--- src/rtl/mem_port_arbiter.sv ---
// mem_port_arbiter
//   Shares one memory port between instruction fetch (A, read-only) and the
//   data stage (B, read/write). Each access is LATENCY memory cycles, followed
//   by a single ack cycle and a return to IDLE. B has priority. After
//   MAX_B_STREAK consecutive contended B grants, the next contended grant goes
//   to A.
//
// Ports
//   clk      : rising-edge clock
//   reset_n  : asynchronous active-low reset
//   req_a    : fetch request, held until ack_a
//   req_b    : data request, held until ack_b
//   we_b     : B access is a write (sampled at grant only)
//   mem_sel  : address/wdata mux select, 1 = A, 0 = B
//   mem_en   : memory enable, high only in ACCESS
//   mem_we   : memory write enable, high only for B writes in ACCESS
//   ack_a    : one-cycle completion pulse to A
//   ack_b    : one-cycle completion pulse to B
//   busy     : high in ACCESS and ACK
module mem_port_arbiter #(
   parameter int LATENCY      = 2,
   parameter int MAX_B_STREAK = 3
) (
   input  logic clk,
   input  logic reset_n,
   input  logic req_a,
   input  logic req_b,
   input  logic we_b,
   output logic mem_sel,
   output logic mem_en,
   output logic mem_we,
   output logic ack_a,
   output logic ack_b,
   output logic busy
);

   generate
      if (LATENCY < 1) begin : g_bad_latency
         $error("mem_port_arbiter: LATENCY must be >= 1");
      end
      if (MAX_B_STREAK < 1) begin : g_bad_streak
         $error("mem_port_arbiter: MAX_B_STREAK must be >= 1");
      end
   endgenerate

   localparam int CW = (LATENCY > 1) ? $clog2(LATENCY) : 1;
   localparam int SW = $clog2(MAX_B_STREAK + 1);
   localparam logic [CW-1:0] CNT_LOAD = CW'(LATENCY - 1);
   localparam logic [SW-1:0] STREAK_MAX = SW'(MAX_B_STREAK);

   typedef enum logic [1:0] {IDLE, ACCESS, ACK} state_t;

   state_t          state, state_nxt;
   logic [CW-1:0]   cnt;
   logic [SW-1:0]   streak, streak_nxt;
   logic            owner_a;   // 1 = A owns the port, 0 = B
   logic            we_lat;    // write flag captured at grant
   logic            any_req;
   logic            grant_a;

   assign any_req = req_a | req_b;

   // A wins when alone, or when contended and B has used up its streak.
   assign grant_a = req_a & (~req_b | (streak >= STREAK_MAX));

   // The streak counts contended B wins only; any other outcome clears it.
   always_comb begin
      streak_nxt = '0;
      if (req_a && req_b && !grant_a)
         streak_nxt = streak + 1'b1;
   end

   // State register
   always_ff @(posedge clk or negedge reset_n) begin
      if (!reset_n)
         state <= IDLE;
      else
         state <= state_nxt;
   end

   // Next-state logic
   always_comb begin
      state_nxt = state;
      case (state)
         IDLE:    if (any_req) state_nxt = ACCESS;
         ACCESS:  if (cnt == '0) state_nxt = ACK;
         ACK:     state_nxt = IDLE;
         default: state_nxt = IDLE;
      endcase
   end

   // Grant bookkeeping and access countdown
   always_ff @(posedge clk or negedge reset_n) begin
      if (!reset_n) begin
         cnt     <= '0;
         streak  <= '0;
         owner_a <= 1'b0;
         we_lat  <= 1'b0;
      end else begin
         if (state == IDLE && any_req) begin
            owner_a <= grant_a;
            we_lat  <= ~grant_a & we_b;
            cnt     <= CNT_LOAD;
            streak  <= streak_nxt;
         end else if (state == ACCESS && cnt != '0) begin
            cnt <= cnt - 1'b1;
         end
      end
   end

   // Outputs decode only from registers, so they change just after the clock
   // edge and drop immediately on reset. mem_sel tracks owner in every state,
   // which keeps the mux steady across IDLE and ACK.
   always_comb begin
      mem_sel = owner_a;
      mem_en  = 1'b0;
      mem_we  = 1'b0;
      ack_a   = 1'b0;
      ack_b   = 1'b0;
      busy    = 1'b0;
      case (state)
         ACCESS: begin
            mem_en = 1'b1;
            mem_we = ~owner_a & we_lat;
            busy   = 1'b1;
         end
         ACK: begin
            ack_a = owner_a;
            ack_b = ~owner_a;
            busy  = 1'b1;
         end
         default: ;
      endcase
   end

endmodule

--- config.mk ---
export PLATFORM = sky130hd
export DESIGN_NAME = mem_port_arbiter
export DESIGN_NICKNAME = d
export VERILOG_FILES = /design/src/rtl/mem_port_arbiter.sv
export SDC_FILE = /design/constraint.sdc
export NUM_CORES = 1
export LEC_CHECK = 0
export BUFFER_PORTS_ARGS = -buffer_cell sky130_fd_sc_hd__buf_2
export CAP_MARGIN = 40
export CORE_AREA = 2 2 39 41
export CTS_CLUSTER_SIZE = 16
export DETAILED_ROUTE_END_ITERATION = 8
export DIE_AREA = 0 0 41 43
export GPL_TIMING_DRIVEN = 0
export HOLD_SLACK_MARGIN = 0.02
export SYNTH_ARGS = -nofsm -noshare
export SYNTH_HDL_FRONTEND = slang
export SYNTH_SLANG_ARGS = --single-unit
--- constraint.sdc ---
create_clock -name clk -period 1.6 [get_ports clk]
set_clock_uncertainty 0.05 [all_clocks]
set_input_delay 0.16 -clock clk [delete_from_list [all_inputs] [get_ports clk]]
set_output_delay 0.16 -clock clk [all_outputs]
set_load 0.01 [all_outputs]
==> flow_metrics.env <==
export IMPL_synth_seq_cells=7
export IMPL_place_port_buffers=10
export IMPL_period_needed_ns=1.51
export IMPL_clkTransAtPathRegs_ns=0.05
export IMPL_syn2layout_area_growth_pct=27.9
export IMPL_synth_area_um2=382
export IMPL_post_drt_wl_per_cell_um=11.7
export IMPL_ios=11
export IMPL_hold_path_class="input pin to flip-flop"
export IMPL_die_w_um=41
export IMPL_critPathArrivalTime_ns=1.30
export IMPL_use_met1_pct=11.8
export IMPL_num_rows=14
export IMPL_worstReg2RegEnd="state[1]$_DFFE_PN0P_"
export IMPL_synth_top_area_share_pct=45.9
export IMPL_num_antenna_cells=0
export IMPL_final_nets=59
export IMPL_worstMarginPinSlew_ns=0.468
export IMPL_crit_start="state[1]$_DFFE_PN0P_"
export IMPL_cp_start_kind="flip-flop"
export IMPL_ys_seq_area_share_pct=45.9
export IMPL_filler_cell_count=148
export IMPL_fp_dieArea_um2=1760
export IMPL_core_um2=1380
export IMPL_start_util_pct=27.6
export IMPL_finalPower_uw=863
export IMPL_end_kind="primary output"
export IMPL_firstDrtPassIters=1
export IMPL_via_count=311
export IMPL_rr_startpoint="state[0]$_DFFE_PN0P_"
export IMPL_layout_drive_gt1_share_pct=30.6
export IMPL_postCtsSetupBuffers=0
export IMPL_grt_overflow=0
export IMPL_track_usage_pct=11.2
export IMPL_grt_pass1_wl_um=1270
export IMPL_clock_latency_ns=0.25
export IMPL_hold_viol_final=0
export IMPL_drt_iter0_markers=0
export IMPL_cts_tree="built"
export IMPL_ctsResizeCount=0
export IMPL_rsz0062_at_grt="yes"
export IMPL_avgSynthCellArea_um2=11.2
export IMPL_layout_common_cells="buf_2 (10), dfrtp_1 (7), a21oi_1 (4), ha_1 (4)"
export IMPL_peakVddDrop_uv=529
export IMPL_period_share_pct=94.2
export IMPL_synth_nets=43
export IMPL_cts_buffer_depth=2
export IMPL_cts_made_buffers=3
export IMPL_antenna_found_initial=0
export IMPL_r2r_cells=4
export IMPL_cts_sinks=7
export IMPL_slew_viol_final=0
export IMPL_crit_fanout=6
export IMPL_grt_pass1_vias=328
export IMPL_reg2reg_slack_ns=0.10
export IMPL_synth_area_top_cells="dfrtp_1 (46%), ha_1 (13%), a21oi_1 (5.2%), and2_1 (3.3%), and4b_2 (3.0%)"
export IMPL_ys_warn_count=0
export IMPL_grt_max_degree=8
export IMPL_gp_congestion=0.708
export IMPL_ant_nets=0
export IMPL_p_leak_nw=0.257
export IMPL_critPathRequiredTime_ns=1.39
export IMPL_maxClockFrequency_mhz=664
export IMPL_yosysTopAreaCell="dfrtp_1"
export IMPL_drc=0
export IMPL_via_per_inst=4.78
export IMPL_power_density_nw_per_um2=1770
export IMPL_drv_cap=0
export IMPL_endpoint="mem_we"
export IMPL_grt_util_met3_pct=3.14
export IMPL_crit_type="flip-flop to primary output"
export IMPL_grt_util_met2_pct=16.6
export IMPL_cts_htree_levels=1
export IMPL_finalSetupViolCount=0
export IMPL_max_slew_margin_pct=68.5
export IMPL_dieHeight_um=43
export IMPL_drt_total_wl_um=760
export IMPL_final_common_cell="buf_2"
export IMPL_status="finished clean"
export IMPL_busiest_layer="met2"
export IMPL_yosysUniqueCellTypes=18
export IMPL_clockRootBuffer="clkbuf_4"
export IMPL_netlist_instances=34
export IMPL_fin_setup_tns_ns=0
==> power breakdown <==
part | internal (mW) | total [mW] | switching, mW
registers | 0.257 | 0.315 | 0.0579
logic | 0.187 | 0.388 | 0.200
clock network | 0.0952 | 0.160 | 0.0651
==> cell families after synthesis <==
kind of cell	synth area share, %
AOI/OAI and AO/OA	17.7
and+or+nand+nor	17.4
DFF	45.9
adders and majority gates	13.1
buffers and inverters	2.95
muxes	2.95
==> worst max-delay path: stages (launching register included) <==
cell and delay [ns]:
dfrtp_1 0.40, inv_1 0.08, ha_1 0.26, and3b_1 0.18, buf_2 0.12
==> layer usage <==
| layer | wire, um | up-vias |
|---|---|---|
| li1 | - | 156 |
| met1 | 339 | 146 |
| met2 | 372 | 7 |
| met3 | 28 | 2 |
| met4 | 19 | 0 |
| met5 | 0 | - |
==> registers in the layout (all words and copies together), names as in the netlist <==
register / flops
state: 2
streak: 2
cnt: 1
mem_sel: 1
we_lat: 1
==> layout make-up <==
class	count	area, um^2	share of cell area (%)
Clock buffer	4	26.3	5.38
Inverter	3	11.3	2.31
Sequential cell	7	175	35.9
Timing Repair Buffer	11	60.1	12.3
Multi-Input combinational cell	24	195	40.0
Tap cell	16	20.0	4.10
==> through the flow <==
stage	hold slack, ns	utilization [%]	worst slack [ns]	instance area (um^2)	cells
6_report	0.112	35.3	0.0933	488	65
5_1_grt	0.121	35.3	-0.0124	488	65
4_1_cts	0.109	35.3	0.0815	488	65
3_5_place_dp	-0.0468	32.6	0.0970	452	60
3_3_place_gp	-0.0482	32.6	0.115	452	60
2_1_floorplan	-0.186	-	0.215	382	34
==> Yosys cell counts (all sizes together) <==
library cell  n
or4b          1
nand2b        1
o21ai         2
and3b         1
o211a         1
nor2b         1
dfrtp         7
nor3b         1
and4b         1
o2bb2ai       1
a22o          1
nand2         1
a32o          1
mux2          1
ha            4
a21oi         4
inv           3
and2          2
==> how the worst min path moves through the flow <==
stage	from	to	slack, ns	cells past startpoint
2_1_floorplan	reset_n	cnt$_DFFE_PN0P_	-0.19	0
3_3_place_gp	reset_n	state[1]$_DFFE_PN0P_	-0.05	1
3_5_place_dp	reset_n	state[1]$_DFFE_PN0P_	-0.05	1
4_1_cts	we_b	we_lat$_DFFE_PN0P_	0.11	2
5_1_grt	we_b	we_lat$_DFFE_PN0P_	0.12	2
6_report	we_b	we_lat$_DFFE_PN0P_	0.11	2
==> what timing repair did <==
item                       in CTS  in global routing
hold buffers                    1                  0
setup endpoints to repair       0                  2
hold endpoints to repair        7                  0
No activity file was read; power rests on OpenSTA's default activity.
